`config.mk`:
```
export PLATFORM = sky130hd
export DESIGN_NAME = tjmono2_rx_word_filter
export DESIGN_NICKNAME = d
export VERILOG_FILES = /design/src/rtl/tjmono2_rx_pkg.sv /design/src/rtl/tjmono2_rx_fwft_buf.sv /design/src/rtl/tjmono2_rx_word_filter.sv
export SDC_FILE = /design/constraint.sdc
export NUM_CORES = 1
export LEC_CHECK = 0
export CAP_MARGIN = 40
export CORE_AREA = 2 2 139 169
export DETAILED_ROUTE_END_ITERATION = 10
export DIE_AREA = 0 0 141 171
export GPL_TIMING_DRIVEN = 0
export PLACE_DENSITY_LB_ADDON = 0.3
export SETUP_SLACK_MARGIN = 0.05
export SYNTH_ARGS = -nofsm -noshare
export SYNTH_HDL_FRONTEND = slang
export SYNTH_SLANG_ARGS = --single-unit
export TNS_END_PERCENT = 50
```
`constraint.sdc`:
```
create_clock -name FIFO_CLK -period 3.7 [get_ports FIFO_CLK]
set_input_delay 0.74 -clock FIFO_CLK [delete_from_list [all_inputs] [get_ports FIFO_CLK]]
set_output_delay 0.74 -clock FIFO_CLK [all_outputs]
set_load 0.02 [all_outputs]
```
`src/rtl/tjmono2_rx_pkg.sv`:
```
// Shared definitions for the TJ-Monopix2 receiver word filter.
//   Word layout : [31:28] identifier, [27] error/flag bit, [26:0] payload
//   Counter width for the pass/drop statistics
//   FSM state encoding for the pop controller
package tjmono2_rx_pkg;

  localparam int WORD_W    = 32;
  localparam int PAYLOAD_W = 27;
  localparam int ID_W      = 4;
  localparam int ID_HI     = 31;
  localparam int ID_LO     = 28;
  localparam int ERR_BIT   = 27;
  localparam int CNT_W     = 16;

  typedef enum logic [1:0] {
    ST_IDLE  = 2'd0,
    ST_RUN   = 2'd1,
    ST_DRAIN = 2'd2
  } state_t;

  // Saturating increment: holds at all-ones.
  function automatic logic [CNT_W-1:0] sat_inc(input logic [CNT_W-1:0] v);
    return (v == {CNT_W{1'b1}}) ? v : v + 1'b1;
  endfunction

endpackage

```
`src/rtl/tjmono2_rx_fwft_buf.sv`:
```
// Circular first-word-fall-through buffer with a registered head word.
// Ports:
//   FIFO_CLK, RST_N : clock, asynchronous active-low reset
//   wr_en, wr_data  : write strobe and word
//   rd_en           : pop strobe (ignored while empty)
//   empty           : buffer empty
//   rd_data         : registered head word (valid while empty=0)
//   occ             : current occupancy, 0..DEPTH
module tjmono2_rx_fwft_buf
  import tjmono2_rx_pkg::*;
#(
  parameter int DEPTH = 4,
  parameter int W     = WORD_W
) (
  input  logic                       FIFO_CLK,
  input  logic                       RST_N,
  input  logic                       wr_en,
  input  logic [W-1:0]               wr_data,
  input  logic                       rd_en,
  output logic                       empty,
  output logic [W-1:0]               rd_data,
  output logic [$clog2(DEPTH):0]     occ
);

  localparam int AW = $clog2(DEPTH);
  localparam logic [AW:0] DEPTH_C = (AW+1)'(DEPTH);

  logic [W-1:0]  mem [DEPTH];
  logic [AW-1:0] wr_ptr;
  logic [AW-1:0] rd_ptr;
  logic [AW-1:0] rd_ptr_nxt;
  logic [AW:0]   occ_q;
  logic [W-1:0]  head_q;
  logic          full;
  logic          do_rd;
  logic          do_wr;

  assign empty      = (occ_q == '0);
  assign full       = (occ_q == DEPTH_C);
  assign do_rd      = rd_en & ~empty;
  // A write into a full buffer is only legal when a pop frees the slot in the same cycle.
  assign do_wr      = wr_en & (~full | do_rd);
  assign rd_ptr_nxt = rd_ptr + 1'b1;

  always_ff @(posedge FIFO_CLK) begin
    if (do_wr) mem[wr_ptr] <= wr_data;
  end

  always_ff @(posedge FIFO_CLK or negedge RST_N) begin
    if (!RST_N) begin
      wr_ptr <= '0;
      rd_ptr <= '0;
      occ_q  <= '0;
      head_q <= '0;
    end else begin
      if (do_wr) wr_ptr <= wr_ptr + 1'b1;
      if (do_rd) rd_ptr <= rd_ptr_nxt;
      case ({do_wr, do_rd})
        2'b10:   occ_q <= occ_q + 1'b1;
        2'b01:   occ_q <= occ_q - 1'b1;
        default: occ_q <= occ_q;
      endcase
      // Head register: after a pop the next entry is either already stored,
      // or (with only one entry left) is the word being written right now.
      if (do_rd) begin
        if (occ_q > (AW+1)'(1)) head_q <= mem[rd_ptr_nxt];
        else if (do_wr)         head_q <= wr_data;
      end else if (do_wr && empty) begin
        head_q <= wr_data;
      end
    end
  end

  assign rd_data = head_q;
  assign occ     = occ_q;

endmodule

```
`src/rtl/tjmono2_rx_word_filter.sv`:
```
// Filter stage between the TJ-Monopix2 receiver FWFT FIFO and the readout arbiter.
// Pops words, flags identifier errors, drops idle words matching DROP_PATTERN and
// re-buffers survivors behind an identical FWFT port.
// Ports:
//   FIFO_CLK, RST_N          : clock, asynchronous active-low reset
//   ENABLE                   : 1 = pop input, 0 = stop popping and drain
//   DROP_EN, DROP_PATTERN    : idle-word drop control and payload pattern
//   CNT_CLR                  : synchronous clear of counters and ID_ERR
//   IN_EMPTY, IN_DATA        : receiver FIFO status and head word
//   IN_READ                  : pop strobe to receiver FIFO
//   OUT_READ                 : pop strobe from downstream
//   OUT_EMPTY, OUT_DATA      : output buffer status and head word
//   PASS_CNT, DROP_CNT       : saturating forwarded/dropped word counters
//   ID_ERR                   : sticky identifier/flag-bit error
//
// state    | meaning
// ---------+------------------------------------------------------------
// ST_IDLE  | not popping, pipeline empty
// ST_RUN   | popping whenever input has data and buffer credit allows
// ST_DRAIN | stopped popping, waiting for the S1 word to reach S2
module tjmono2_rx_word_filter
  import tjmono2_rx_pkg::*;
#(
  parameter logic [ID_W-1:0] DATA_IDENTIFIER = 4'd0,
  parameter int              OBUF_DEPTH      = 4
) (
  input  logic                 FIFO_CLK,
  input  logic                 RST_N,
  input  logic                 ENABLE,
  input  logic                 DROP_EN,
  input  logic [PAYLOAD_W-1:0] DROP_PATTERN,
  input  logic                 CNT_CLR,
  input  logic                 IN_EMPTY,
  input  logic [WORD_W-1:0]    IN_DATA,
  output logic                 IN_READ,
  input  logic                 OUT_READ,
  output logic                 OUT_EMPTY,
  output logic [WORD_W-1:0]    OUT_DATA,
  output logic [CNT_W-1:0]     PASS_CNT,
  output logic [CNT_W-1:0]     DROP_CNT,
  output logic                 ID_ERR
);

  localparam int OCC_W = $clog2(OBUF_DEPTH) + 1;
  localparam logic [OCC_W:0] DEPTH_C = (OCC_W+1)'(OBUF_DEPTH);

  state_t             state_q;
  state_t             state_nxt;
  logic               pop_allow;
  logic               s1_valid;
  logic [WORD_W-1:0]  s1_word;
  logic [OCC_W-1:0]   occ;
  logic [OCC_W:0]     committed;
  logic               credit_ok;
  logic               id_bad;
  logic               is_idle;
  logic               do_fwd;
  logic               do_drop;
  logic [CNT_W-1:0]   pass_q;
  logic [CNT_W-1:0]   drop_q;
  logic               id_err_q;

  // FSM state register
  always_ff @(posedge FIFO_CLK or negedge RST_N) begin
    if (!RST_N) state_q <= ST_IDLE;
    else        state_q <= state_nxt;
  end

  // FSM next state
  always_comb begin
    state_nxt = state_q;
    case (state_q)
      ST_IDLE:  if (ENABLE) state_nxt = ST_RUN;
      ST_RUN:   if (!ENABLE) state_nxt = ST_DRAIN;
      ST_DRAIN: begin
        if (ENABLE)                     state_nxt = ST_RUN;
        else if (!s1_valid && !IN_READ) state_nxt = ST_IDLE;
      end
      default:  state_nxt = ST_IDLE;
    endcase
  end

  // FSM outputs
  always_comb begin
    pop_allow = 1'b0;
    case (state_q)
      ST_RUN:  pop_allow = 1'b1;
      default: pop_allow = 1'b0;
    endcase
  end

  // Reserve a buffer slot for the S1 word and for the word popped now. The S1
  // word may still be dropped, so this is conservative and never overflows.
  assign committed = {1'b0, occ} + {{OCC_W{1'b0}}, s1_valid};
  assign credit_ok = (committed < DEPTH_C);
  assign IN_READ   = pop_allow & ~IN_EMPTY & credit_ok;

  always_ff @(posedge FIFO_CLK or negedge RST_N) begin
    if (!RST_N) begin
      s1_valid <= 1'b0;
      s1_word  <= '0;
    end else begin
      s1_valid <= IN_READ;
      if (IN_READ) s1_word <= IN_DATA;
    end
  end

  // Identifier errors take priority: a bad word is forwarded even if its payload matches.
  assign id_bad  = (s1_word[ID_HI:ID_LO] != DATA_IDENTIFIER) | s1_word[ERR_BIT];
  assign is_idle = DROP_EN & (s1_word[PAYLOAD_W-1:0] == DROP_PATTERN);
  assign do_fwd  = s1_valid & (id_bad | ~is_idle);
  assign do_drop = s1_valid & ~id_bad & is_idle;

  always_ff @(posedge FIFO_CLK or negedge RST_N) begin
    if (!RST_N) begin
      pass_q   <= '0;
      drop_q   <= '0;
      id_err_q <= 1'b0;
    end else if (CNT_CLR) begin
      pass_q   <= '0;
      drop_q   <= '0;
      id_err_q <= 1'b0;
    end else begin
      if (do_fwd)            pass_q   <= sat_inc(pass_q);
      if (do_drop)           drop_q   <= sat_inc(drop_q);
      if (s1_valid && id_bad) id_err_q <= 1'b1;
    end
  end

  tjmono2_rx_fwft_buf #(
    .DEPTH (OBUF_DEPTH),
    .W     (WORD_W)
  ) u_obuf (
    .FIFO_CLK (FIFO_CLK),
    .RST_N    (RST_N),
    .wr_en    (do_fwd),
    .wr_data  (s1_word),
    .rd_en    (OUT_READ),
    .empty    (OUT_EMPTY),
    .rd_data  (OUT_DATA),
    .occ      (occ)
  );

  assign PASS_CNT = pass_q;
  assign DROP_CNT = drop_q;
  assign ID_ERR   = id_err_q;

endmodule
```
==> flow_summary.toml <==
[outcome]
status = "completed"

[drt]
drt_iter0_drc = 365
viasPerCell = 5.23
wirelength_um = 22900
antenna_left = 0
via_count = 6266
drcViolationCount = 0
dr.pass1.iters = 5
wl_per_cell_um = 19.1

[synthesis]
synth-seq-area-share_pct = 65.4
synth_cells = 731
synth_flop_cell = "edfxtp_1"
synth_cell_types = 46
synth_area_leaders = "edfxtp_1 (39%), dfrtp_1 (27%), mux4_2 (7.2%)"
synth_fp_nets = 807
yosysTopAreaCell = "edfxtp_1"
synth-async-reset-ratio_pct = 45.5
ys_ff_latch = 235
avgSynthCellArea_sq_um = 13.6
yosys_warnings = 0
synth_edf_count = 128
synth_top_area_share_pct = 38.5
netlist_area_sq_um = 9980
synthTopCellsByCount = "edfxtp_1 (128), nand2_1 (115), dfrtp_1 (107)"
yosysMostFrequentCell = "edfxtp_1"

[cells_and_area]
multi_input_area_sq_um = 3250
layout-drive-gt1-share_pct = 11.4
fillCellCount = 1851
final_core_util_pct = 55.4
diodes = 0
seqCellArea_sq_um = 6520
nets = 972
area.growth.synth_to_final_pct = 25.8

[clock_network]
cts_resized = 0
clkSinkCount = 235
cts_buffers = 25
clock_latency_ns = 0.51
root_buffer = "clkbuf_16"
cts_hold_buffers = 0
tritoncts = "yes"
clkTransAtPathRegs_ns = 0.06
post_cts_buffers = 0
cts_buffer_depth = 3
htreeDepth = 1

[power_and_ir_drop]
leakage_nw = 4.63
power_mw = 8.97
ir_worst_vdd_uv = 381
power.density_nw_per_um2 = 715

[setup_path]
critical_path_class = "in -> reg"
cp_cell_sequence = "clkdlybuf4s50_1 > xnor2_1 > nand4_1 > nor4_4 > a21bo_2 > buf_2 > a31oi_1 > and2_2 > buf_12"
r2r_cells = 8
r2r_setup_slack_ns = 0.35
cpMaxStageDelayCell = "nor4_4"
critical_path_arrival_ns = 3.78
cp-end-kind = "register"
rr_startpoint = "s1_word[3]"
cp.required_ns = 3.96
max_stage_delay_ns = 0.56
r2r_end = "u_obuf.mem[2][4]"
startpoint_type = "input port"
worstPathMaxFanout = 21

[global_route]
antenna_found_initial = 1
grtUsageTotal_pct = 19.1
grt_pass1_wl_um = 35600
grt_max_degree = 60
grt-ovfl-total = 0
grt_pass1_vias = 6319

[timing]
final_max_slew_viol_count = 0
tightest_slew_ns = 0.733
slew_headroom_pct = 51.2
fmax_ghz = 0.284
min_period_over_period_pct = 95.2
hold_violations = 0
setup_viol = 0
fin_worst_skew_ns = 0.00820
grt_setup_unrepaired = "no"
timing.final.crit_period_ns = 3.52

[floorplan]
die_area_sq_um = 24100
rows = 61
dieHeight_um = 171
core_area_sq_um = 22700
die_width_um = 141
top_level_ports = 133
start_util_pct = 44.0

[job]
max-cap-violations = 0

[worst_hold_path]
hold_path.class = "in -> async"

[placed_design]
port_buffers = 131
place_congestion = 0.794
hpwlAfterDp_um = 15000
-- sequential cells by signal, summed over array words and instances (netlist names) --
name	count
ID_ERR	1
PASS_CNT	16
u_obuf.wr_ptr	2
s1_word	32
state_q	2
u_obuf.rd_data	32
u_obuf.rd_ptr	2
u_obuf.mem	128
s1_valid	1
u_obuf.occ	3
DROP_CNT	16
-- power breakdown --
part / total [mW] / internal [mW] / switching [mW]
clock: 2.33 / 1.35 / 0.980
sequential: 4.00 / 3.48 / 0.517
combinational: 2.64 / 1.26 / 1.39
-- cells by family after synthesis --
logic type | count (synthesis) | share of synthesized area (%)
DFF | 235 | 65.4
xor gates and xnor gates | 58 | 5.09
muxes | 66 | 10.6
and+or+nand+nor | 253 | 11.8
AOI/OAI and AO/OA | 62 | 3.70
buffers and inverters | 47 | 2.09
adders and majority gates | 10 | 1.25
-- metal layers --
layer | GRT usage (%) | vias up | part of all wire (%) | wire [um]
met3 | 4.20 | 37 | 6.0 | 1380
met5 | 0 | - | 0.070 | 16
met4 | 5.65 | 2 | 2.6 | 592
met2 | 31.7 | 174 | 48 | 11000
li1 | - | 2946 | - | -
met1 | 25.6 | 3107 | 43 | 9920
-- cell usage in the layout (no fill, tap or decap), types with 10 or more instances in the layout --
master           instances
clkbuf_1                25
mux4_2                  32
nand4_1                 10
dfrtp_1                107
a21oi_1                 40
clkdlybuf4s50_1        130
ha_1                    10
nor2_1                  66
edfxtp_1               128
nand3_1                 14
mux2i_1                 33
inv_1                   14
nand2_1                115
xnor2_1                 57
clkbuf_16               25
-- area by class of cell --
type | count | area share (%)
inverter | 14 | 0.419
tap | 283 | 2.82
multi-input combinational | 449 | 25.9
sequential | 235 | 52.0
timing repair buffer | 139 | 11.6
clock buffer | 32 | 5.36
buffer | 32 | 1.22
clock inverter | 13 | 0.738
-- worst max path at each step --
stage	to	cells past startpoint	startpoint
final	u_obuf.mem[2][4]	9	DROP_PATTERN[3]
after global routing	u_obuf.mem[2][4]	9	DROP_PATTERN[3]
after CTS	IN_READ	5	IN_EMPTY
after detailed placement	u_obuf.mem[2][4]	9	DROP_PATTERN[3]
after global placement	DROP_CNT[6]	1	RST_N
after floorplan	u_obuf.mem[0][0]	7	DROP_PATTERN[2]
-- metrics by stage --
step                cells  area [sq um]  TNS (ns)  setup WS (ns)  hold slack [ns]
finish               1197         12500         0          0.178            0.213
global route         1197         12500         0         0.0528            0.253
detailed placement   1153         11800    -29.74         -0.315            0.466
floorplan             731          9980         0          0.629            0.444
CTS                  1197         12500         0          0.163            0.225
global placement     1145         11600   -392.01          -2.57            0.463
-- worst max-delay path: cells and delay by family --
family                 cells  cell delay (ns)
AND/OR/NAND/NOR            3             1.31
XOR/XNOR                   1             0.31
buffers and inverters      3             0.94
AO/OA/AOI/OAI              2             0.46
(Power assumes the default switching activity.)
